$ cat src/rtl/outbound_fifo_write_arbiter.sv
// Frame-granular round-robin arbiter for the write side of a shared outbound FIFO.
// A granted port owns the FIFO until its last beat; over-length frames are truncated and drained.
module outbound_fifo_write_arbiter #(
    parameter int NUM_PORTS       = 4,
    parameter int DATA_WIDTH      = 9,
    parameter int MAX_FRAME_BYTES = 2048,
    parameter int CNT_WIDTH       = 16
) (
    input  logic                            CLK,
    input  logic                            RESET_N,
    input  logic [NUM_PORTS-1:0]            REQ_VALID,
    input  logic [NUM_PORTS*DATA_WIDTH-1:0] REQ_DATA,
    output logic [NUM_PORTS-1:0]            REQ_READY,
    input  logic                            FIFO_FULL,
    output logic                            FIFO_WE,
    output logic [DATA_WIDTH-1:0]           FIFO_DATA,
    output logic [NUM_PORTS-1:0]            GRANT,
    output logic                            BUSY,
    output logic [CNT_WIDTH-1:0]            FRAME_COUNT,
    output logic [CNT_WIDTH-1:0]            TRUNC_COUNT
);

    localparam int PW = (NUM_PORTS > 1) ? $clog2(NUM_PORTS) : 1;
    localparam int BW = $clog2(MAX_FRAME_BYTES + 1);

    typedef enum logic [1:0] {
        ST_IDLE,
        ST_XFER,
        ST_DRAIN
    } state_t;

    state_t                 state_q;
    logic [NUM_PORTS-1:0]   grant_q;
    logic [PW-1:0]          gidx_q;
    logic [PW-1:0]          last_q;
    logic [BW-1:0]          beat_q;
    logic                   busy_q;
    logic [CNT_WIDTH-1:0]   frame_cnt_q;
    logic [CNT_WIDTH-1:0]   frame_cnt_d;
    logic [CNT_WIDTH-1:0]   trunc_cnt_q;
    logic [CNT_WIDTH-1:0]   trunc_cnt_d;

    logic [DATA_WIDTH-1:0]  g_data;
    logic                   g_valid;
    logic                   g_last;
    logic                   at_max;
    logic                   xfer_acc;
    logic                   drain_acc;
    logic                   frame_done;
    logic                   frame_trunc;

    logic                   found;
    logic [PW-1:0]          win_idx;
    logic [PW-1:0]          cand;
    logic [NUM_PORTS-1:0]   win_oh;

    function automatic logic [CNT_WIDTH-1:0] sat_inc(input logic [CNT_WIDTH-1:0] v);
        return (&v) ? v : v + 1'b1;
    endfunction

    // Granted-port view of the request bus
    always_comb begin
        g_data    = REQ_DATA[int'(gidx_q)*DATA_WIDTH +: DATA_WIDTH];
        g_valid   = REQ_VALID[gidx_q];
        g_last    = g_data[DATA_WIDTH-1];
        at_max    = (beat_q == BW'(MAX_FRAME_BYTES - 1));
        xfer_acc  = RESET_N && (state_q == ST_XFER) && g_valid && !FIFO_FULL;
        drain_acc = RESET_N && (state_q == ST_DRAIN) && g_valid;
    end

    always_comb begin
        REQ_READY = '0;
        if (RESET_N) begin
            if (state_q == ST_XFER && !FIFO_FULL) begin
                REQ_READY = grant_q;
            end else if (state_q == ST_DRAIN) begin
                REQ_READY = grant_q;
            end
        end
        FIFO_WE   = xfer_acc;
        FIFO_DATA = g_data;
        // The MAX-th beat closes the frame in the FIFO even if the source keeps going
        if (state_q == ST_XFER && at_max) begin
            FIFO_DATA[DATA_WIDTH-1] = 1'b1;
        end
    end

    // Round-robin search starting just after the previous winner
    always_comb begin
        found   = 1'b0;
        win_idx = last_q;
        cand    = last_q;
        for (int i = 1; i <= NUM_PORTS; i++) begin
            cand = PW'((int'(last_q) + i) % NUM_PORTS);
            if (!found && REQ_VALID[cand]) begin
                found   = 1'b1;
                win_idx = cand;
            end
        end
        win_oh          = '0;
        win_oh[win_idx] = 1'b1;
    end

    always_comb begin
        frame_done  = xfer_acc && (g_last || at_max);
        frame_trunc = xfer_acc && !g_last && at_max;
        frame_cnt_d = frame_done  ? sat_inc(frame_cnt_q) : frame_cnt_q;
        trunc_cnt_d = frame_trunc ? sat_inc(trunc_cnt_q) : trunc_cnt_q;
    end

    always_ff @(posedge CLK) begin
        if (!RESET_N) begin
            state_q     <= ST_IDLE;
            grant_q     <= '0;
            gidx_q      <= '0;
            last_q      <= PW'(NUM_PORTS - 1);
            beat_q      <= '0;
            busy_q      <= 1'b0;
            frame_cnt_q <= '0;
            trunc_cnt_q <= '0;
        end else begin
            frame_cnt_q <= frame_cnt_d;
            trunc_cnt_q <= trunc_cnt_d;
            case (state_q)
                ST_IDLE: begin
                    if (found) begin
                        grant_q <= win_oh;
                        gidx_q  <= win_idx;
                        last_q  <= win_idx;
                        beat_q  <= '0;
                        busy_q  <= 1'b1;
                        state_q <= ST_XFER;
                    end
                end
                ST_XFER: begin
                    if (xfer_acc) begin
                        beat_q <= beat_q + 1'b1;
                        if (g_last) begin
                            grant_q <= '0;
                            busy_q  <= 1'b0;
                            state_q <= ST_IDLE;
                        end else if (at_max) begin
                            state_q <= ST_DRAIN;
                        end
                    end
                end
                ST_DRAIN: begin
                    if (drain_acc && g_last) begin
                        grant_q <= '0;
                        busy_q  <= 1'b0;
                        state_q <= ST_IDLE;
                    end
                end
                default: begin
                    grant_q <= '0;
                    busy_q  <= 1'b0;
                    state_q <= ST_IDLE;
                end
            endcase
        end
    end

    assign GRANT       = grant_q;
    assign BUSY        = busy_q;
    assign FRAME_COUNT = frame_cnt_q;
    assign TRUNC_COUNT = trunc_cnt_q;

endmodule

$ cat config.mk
export PLATFORM = sky130hd
export DESIGN_NAME = outbound_fifo_write_arbiter
export DESIGN_NICKNAME = d
export VERILOG_FILES = /design/src/rtl/outbound_fifo_write_arbiter.sv
export SDC_FILE = /design/constraint.sdc
export NUM_CORES = 1
export LEC_CHECK = 0
export CAP_MARGIN = 0
export CORE_MARGIN = 2
export CORE_UTILIZATION = 35
export CTS_CLUSTER_SIZE = 20
export DETAILED_ROUTE_END_ITERATION = 16
export SLEW_MARGIN = 20
export SYNTH_ARGS = -nofsm -noshare
export SYNTH_HDL_FRONTEND = slang
export SYNTH_SLANG_ARGS = --single-unit
$ cat constraint.sdc
create_clock -name CLK -period 6.15 [get_ports CLK]
set_clock_uncertainty 0.2 [all_clocks]
set_input_delay 1.23 -clock CLK [delete_from_list [all_inputs] [get_ports CLK]]
set_output_delay 1.23 -clock CLK [all_outputs]
set_load 0.01 [all_outputs]
Word level (Yosys, flattened, before mapping)
Index checks and enable logic that the tools add are counted.

Logic and storage cells: 108. Register bits: 55. Output and inout bits: 51. Bits of input ports: 43.

$add $sub $neg: 7. Multipliers: 1. Reduce and logical (&&, ||, !) cells: 31. Shift operators: 1. Bitwise logic cells: 2. Magnitude comparators: 7. Equal/unequal tests: 8. Muxes and demuxes: 43.

Operator list (number): $shiftx 36x7->9 (1); $add 16x1->16 const B (2); $reduce_and 16->1 (2); $mux 4 (7); $mux 12 (2); $pmux 12 s2 (1); $lt 2x3->1 const B (6); $mux 2 (9); $logic_and 1x1->1 (15); $mux 1 (15); $add 12x1->12 const B (1); $eq 12x11->1 const B (1); $pmux 4 s3 (1); $bmux 1 s2 (5); $reduce_and 4->1 (2); $mul 2x4->6 const B (1); $ne 2x2->1 const B (3); $pmux 2 s3 (1); $reduce_and 2->1 (3); $logic_not 1->1 (5); $add 2x1->2 const B (2); $add 2x2->2 const B (2); $ne 3x3->1 const B (1); $pmux 1 s3 (1); other kinds (10) (11).

Depth between registers and ports, before layout
Depth after elaboration: 19. Gate-level depth with buffers: 8. Mapped depth without buffers: 6.

Worst setup path after synthesis
OpenSTA, ideal clock, no wires.

Path type: input to output. From: input RESET_N. To: output REQ_READY[0]. Stages on the path: 4. Path buffers: 2. Data arrival time: 2021 ps. Required time: 4720 ps. Slack: 2699 ps. Path through: clkbuf_1 -> clkbuf_1 -> nand2_1 -> nor2_1.

Word-level cells in the longest chain between the ends: 1.

RTL lines: start: declaration (RTL line 10) `input logic RESET_N,`; $mux 4 (RTL line 73) `if (RESET_N) begin`; end: declaration (RTL line 13) `output logic [NUM_PORTS-1:0] REQ_READY,`.

Every way passes these cells.

Final worst setup path
From: input RESET_N. To: output FIFO_WE.

Word-level cells in the longest chain between the ends: 3.

RTL lines: $logic_and 1x1->1 (3 in a row) (RTL line 67) `xfer_acc = RESET_N && (state_q == ST_XFER) && g_valid && !FIFO_FULL;`; end: declaration (RTL line 15) `output logic FIFO_WE,`.

Every way passes these cells.

==> flow_metrics.env <==
export IMPL_outcome="complete, no violations"
export IMPL_detail_route_wl_per_cell_um=14.9
export IMPL_post_route_cells_drive_above_1_share=0.0569
export IMPL_synth_top_cells_by_area="dfxtp_1 35%, mux4_2 6.5%, a21oi_1 4.6%, nand2_1 4.4%, nand3_1 3.4%"
export IMPL_synth_cell_type_count=52
export IMPL_globalRouteOverflowTotal=0
export IMPL_placeableCoreArea_sq_mm=0.00868
export IMPL_tns_ps=0
export IMPL_final_seq_area_sq_mm=0.00110
export IMPL_die_w_um=98.4
export IMPL_timing_critical_path_depth=8
export IMPL_clk_insertion_delay_late_ps=310
export IMPL_cts_hold_buffers=0
export IMPL_crit_family="buffers and inverters"
export IMPL_cp_slowest_stage_delay_ps=550
export IMPL_grt_pass1_wl_um=14500
export IMPL_tritoncts="yes"
export IMPL_fp_dieArea_sq_mm=0.00969
export IMPL_post_cts_resized_instances=0
export IMPL_grt_max_degree=32
export IMPL_syn_mean_instance_area_sq_um=8.35
export IMPL_syn_cell_area_sq_mm=0.00312
export IMPL_chipHeight_um=98.4
export IMPL_crit_path_max_fanout=31
export IMPL_cts_setup_buffers=0
export IMPL_setup_violations=0
export IMPL_post_drt_via_cell_ratio=5.68
export IMPL_wirelength_um=8390
export IMPL_worstPathCellList="clkdlybuf4s50_1, buf_4, inv_1, buf_4, nor2_1, nand2_1, inv_1, clkdlybuf4s50_1"
export IMPL_initialDrtViolationCount=103
export IMPL_fp_row_count=34
export IMPL_final_cell_count_no_fill=565
export IMPL_end_kind="output port"
export IMPL_dr_total_vias=3211
export IMPL_worst_setup_path_start_kind="primary input"
export IMPL_min_path_cells=2
export IMPL_cts_made_buffers=5
export IMPL_drt_first_pass_iters=4
export IMPL_antenna_violating_nets_left=0
export IMPL_setup_slack_ps=1370
export IMPL_placed_cells_incl_taps=559
export IMPL_yosys_register_bits=55
export IMPL_timing_max_cap_violations=0
export IMPL_synthFlopType="dfxtp_1"
export IMPL_dpl_worst_slack_ps=1380
export IMPL_postSynthCellCount=374
export IMPL_period_share=0.777
export IMPL_pin_count=94
export IMPL_rsz_0062_raised_after_global_routing="no"
export IMPL_synth_largest_area_cell="dfxtp_1"
export IMPL_clk_path_buf_depth=2
export IMPL_clkTransAtPathRegs_ps=80
export IMPL_grt_use_total=0.177
export IMPL_maxSlewViolCount=0
export IMPL_route_detailed_drc=0
export IMPL_critPathBufInv=6
export IMPL_crit_slowest_cell="clkdlybuf4s50_1"
export IMPL_mappedNetlistNets=420
export IMPL_synth_warnings=0
export IMPL_synth_top_area_frac=0.353
export IMPL_cellPowerDensity_mw_per_mm2=179
export IMPL_htreeDepth=2
export IMPL_fmax_mhz=209
export IMPL_worst_pin_slew_ps=904
export IMPL_critPathRequiredTime_ps=4720
export IMPL_fill_cells=849
export IMPL_multiInputGateArea_sq_mm=0.00188
export IMPL_design_final_nets=504
export IMPL_seq_area_frac_synth=0.353
export IMPL_finalHoldViolCount=0
export IMPL_cts_root_buffer="clkbuf_8"
export IMPL_tritoncts_num_sinks=55
export IMPL_slew_headroom=0.392
export IMPL_min_delay_path_class="reg -> reg"
export IMPL_antennaDiodeCount=0
export IMPL_via_count_of_the_first_global_routing_pass=3182
export IMPL_period_minus_slack_ps=4780
export IMPL_critPathKind="in -> out"
export IMPL_worstPathArrival_ps=3350
export IMPL_port_buffer_count=93
export IMPL_place_detailed_hpwl_um=6200
export IMPL_gp_routability_congestion=0.867
export IMPL_reg2regPathDepth=5
export IMPL_effective_utilization_at_floorplan=0.360
export IMPL_power_static_leakage_nw=1.31
export IMPL_synth_async_reset_ratio=0
export IMPL_areaGrowthSynthToFinish_pct=34.9
export IMPL_synth_edf_count=0
export IMPL_grt_antenna_before_repair=0
export IMPL_vdd_drop_max_mv=0.113
-- layout by cell type, fill, tap and decap left out, types with 7 or more instances in the layout --
master	Yosys	layout
xnor2_1	7	7
nand3_1	21	21
inv_1	14	14
o21ai_0	15	15
nand2_1	37	37
a21oi_1	29	29
mux4_2	9	9
dfxtp_1	55	55
nor3_1	9	9
o31ai_1	13	13
nor2_1	26	26
or4_1	14	14
nand4_1	13	13
nor4_1	10	10
clkdlybuf4s50_1	0	93
or3_1	15	15
-- sequential cells by signal, summed over array words and instances, names as in the netlist --
name         cells
BUSY             1
gidx_q           2
state_q          2
TRUNC_COUNT     16
last_q           2
beat_q          12
GRANT            4
FRAME_COUNT     16
-- Yosys cell counts, types with 6 or more instances --
library cell / number
a21oi_1: 29
nor4_1: 10
mux2i_1: 6
clkbuf_1: 18
xnor2_1: 7
or4_1: 14
o21ai_0: 15
nand2b_1: 6
nand4_1: 13
nand2_1: 37
nor3_1: 9
inv_1: 14
dfxtp_1: 55
mux4_2: 9
nor2_1: 26
or3_1: 15
o31ai_1: 13
nand3_1: 21
-- worst min-delay path: stages, from the launching register on --
cell and delay [ps]:
dfxtp_1 340, nand2_1 70, o2bb2ai_1 50
-- kinds of logic after synthesis --
kind of cell             share of synthesized area
AO/OA/AOI/OAI                                0.170
adder cells (fa/ha/maj)                     0.0120
flip-flops                                   0.353
buffers and inverters                       0.0457
multiplexers                                0.0878
AND/OR/NAND/NOR                              0.307
XOR/XNOR                                    0.0253
-- worst paths after layout --
check | start | endpoint | slack [ps]
max | RESET_N | FIFO_WE | 1370
min | GRANT[1] | GRANT[1] | 290
max reg2reg | gidx_q[0] | TRUNC_COUNT[6] | 3050
min reg2reg | GRANT[1] | GRANT[1] | 290
-- layer usage --
layer	global-route usage	part of all wire	up-vias	routed length, um
met5	0	0	-	0
met3	0.0433	0.057	7	482
met1	0.208	0.43	1529	3640
met2	0.321	0.50	90	4170
li1	-	-	1585	-
met4	0.0443	0.012	0	98
-- through the flow --
| stage | power, mW | util | hold WS [ps] | instance area, sq um |
|---|---|---|---|---|
| after floorplan | 0.486 | - | 252 | 3120 |
| after global placement | 0.569 | 0.476 | 267 | 4140 |
| after detailed placement | 0.571 | 0.476 | 287 | 4140 |
| after CTS | 0.764 | 0.485 | 299 | 4210 |
| after global routing | 0.792 | 0.485 | 323 | 4210 |
| final | 0.754 | 0.485 | 293 | 4210 |
-- area by class of cell --
class,count,share of cell area
Clock buffer,5,0.0163
Clock inverter,1,0.00178
Inverter,14,0.0125
Multi-Input combinational cell,284,0.446
Sequential cell,55,0.261
Tap cell,108,0.0321
Timing Repair Buffer,98,0.230
-- power breakdown --
group / total [mW] / internal [mW] / leakage [nW] / switching, mW
Combinational: 0.173 / 0.0966 / 0.831 / 0.0760
Clock: 0.192 / 0.0761 / 0.0361 / 0.116
Sequential: 0.389 / 0.367 / 0.445 / 0.0226
Note: power is estimated with default switching activity, not from simulation.
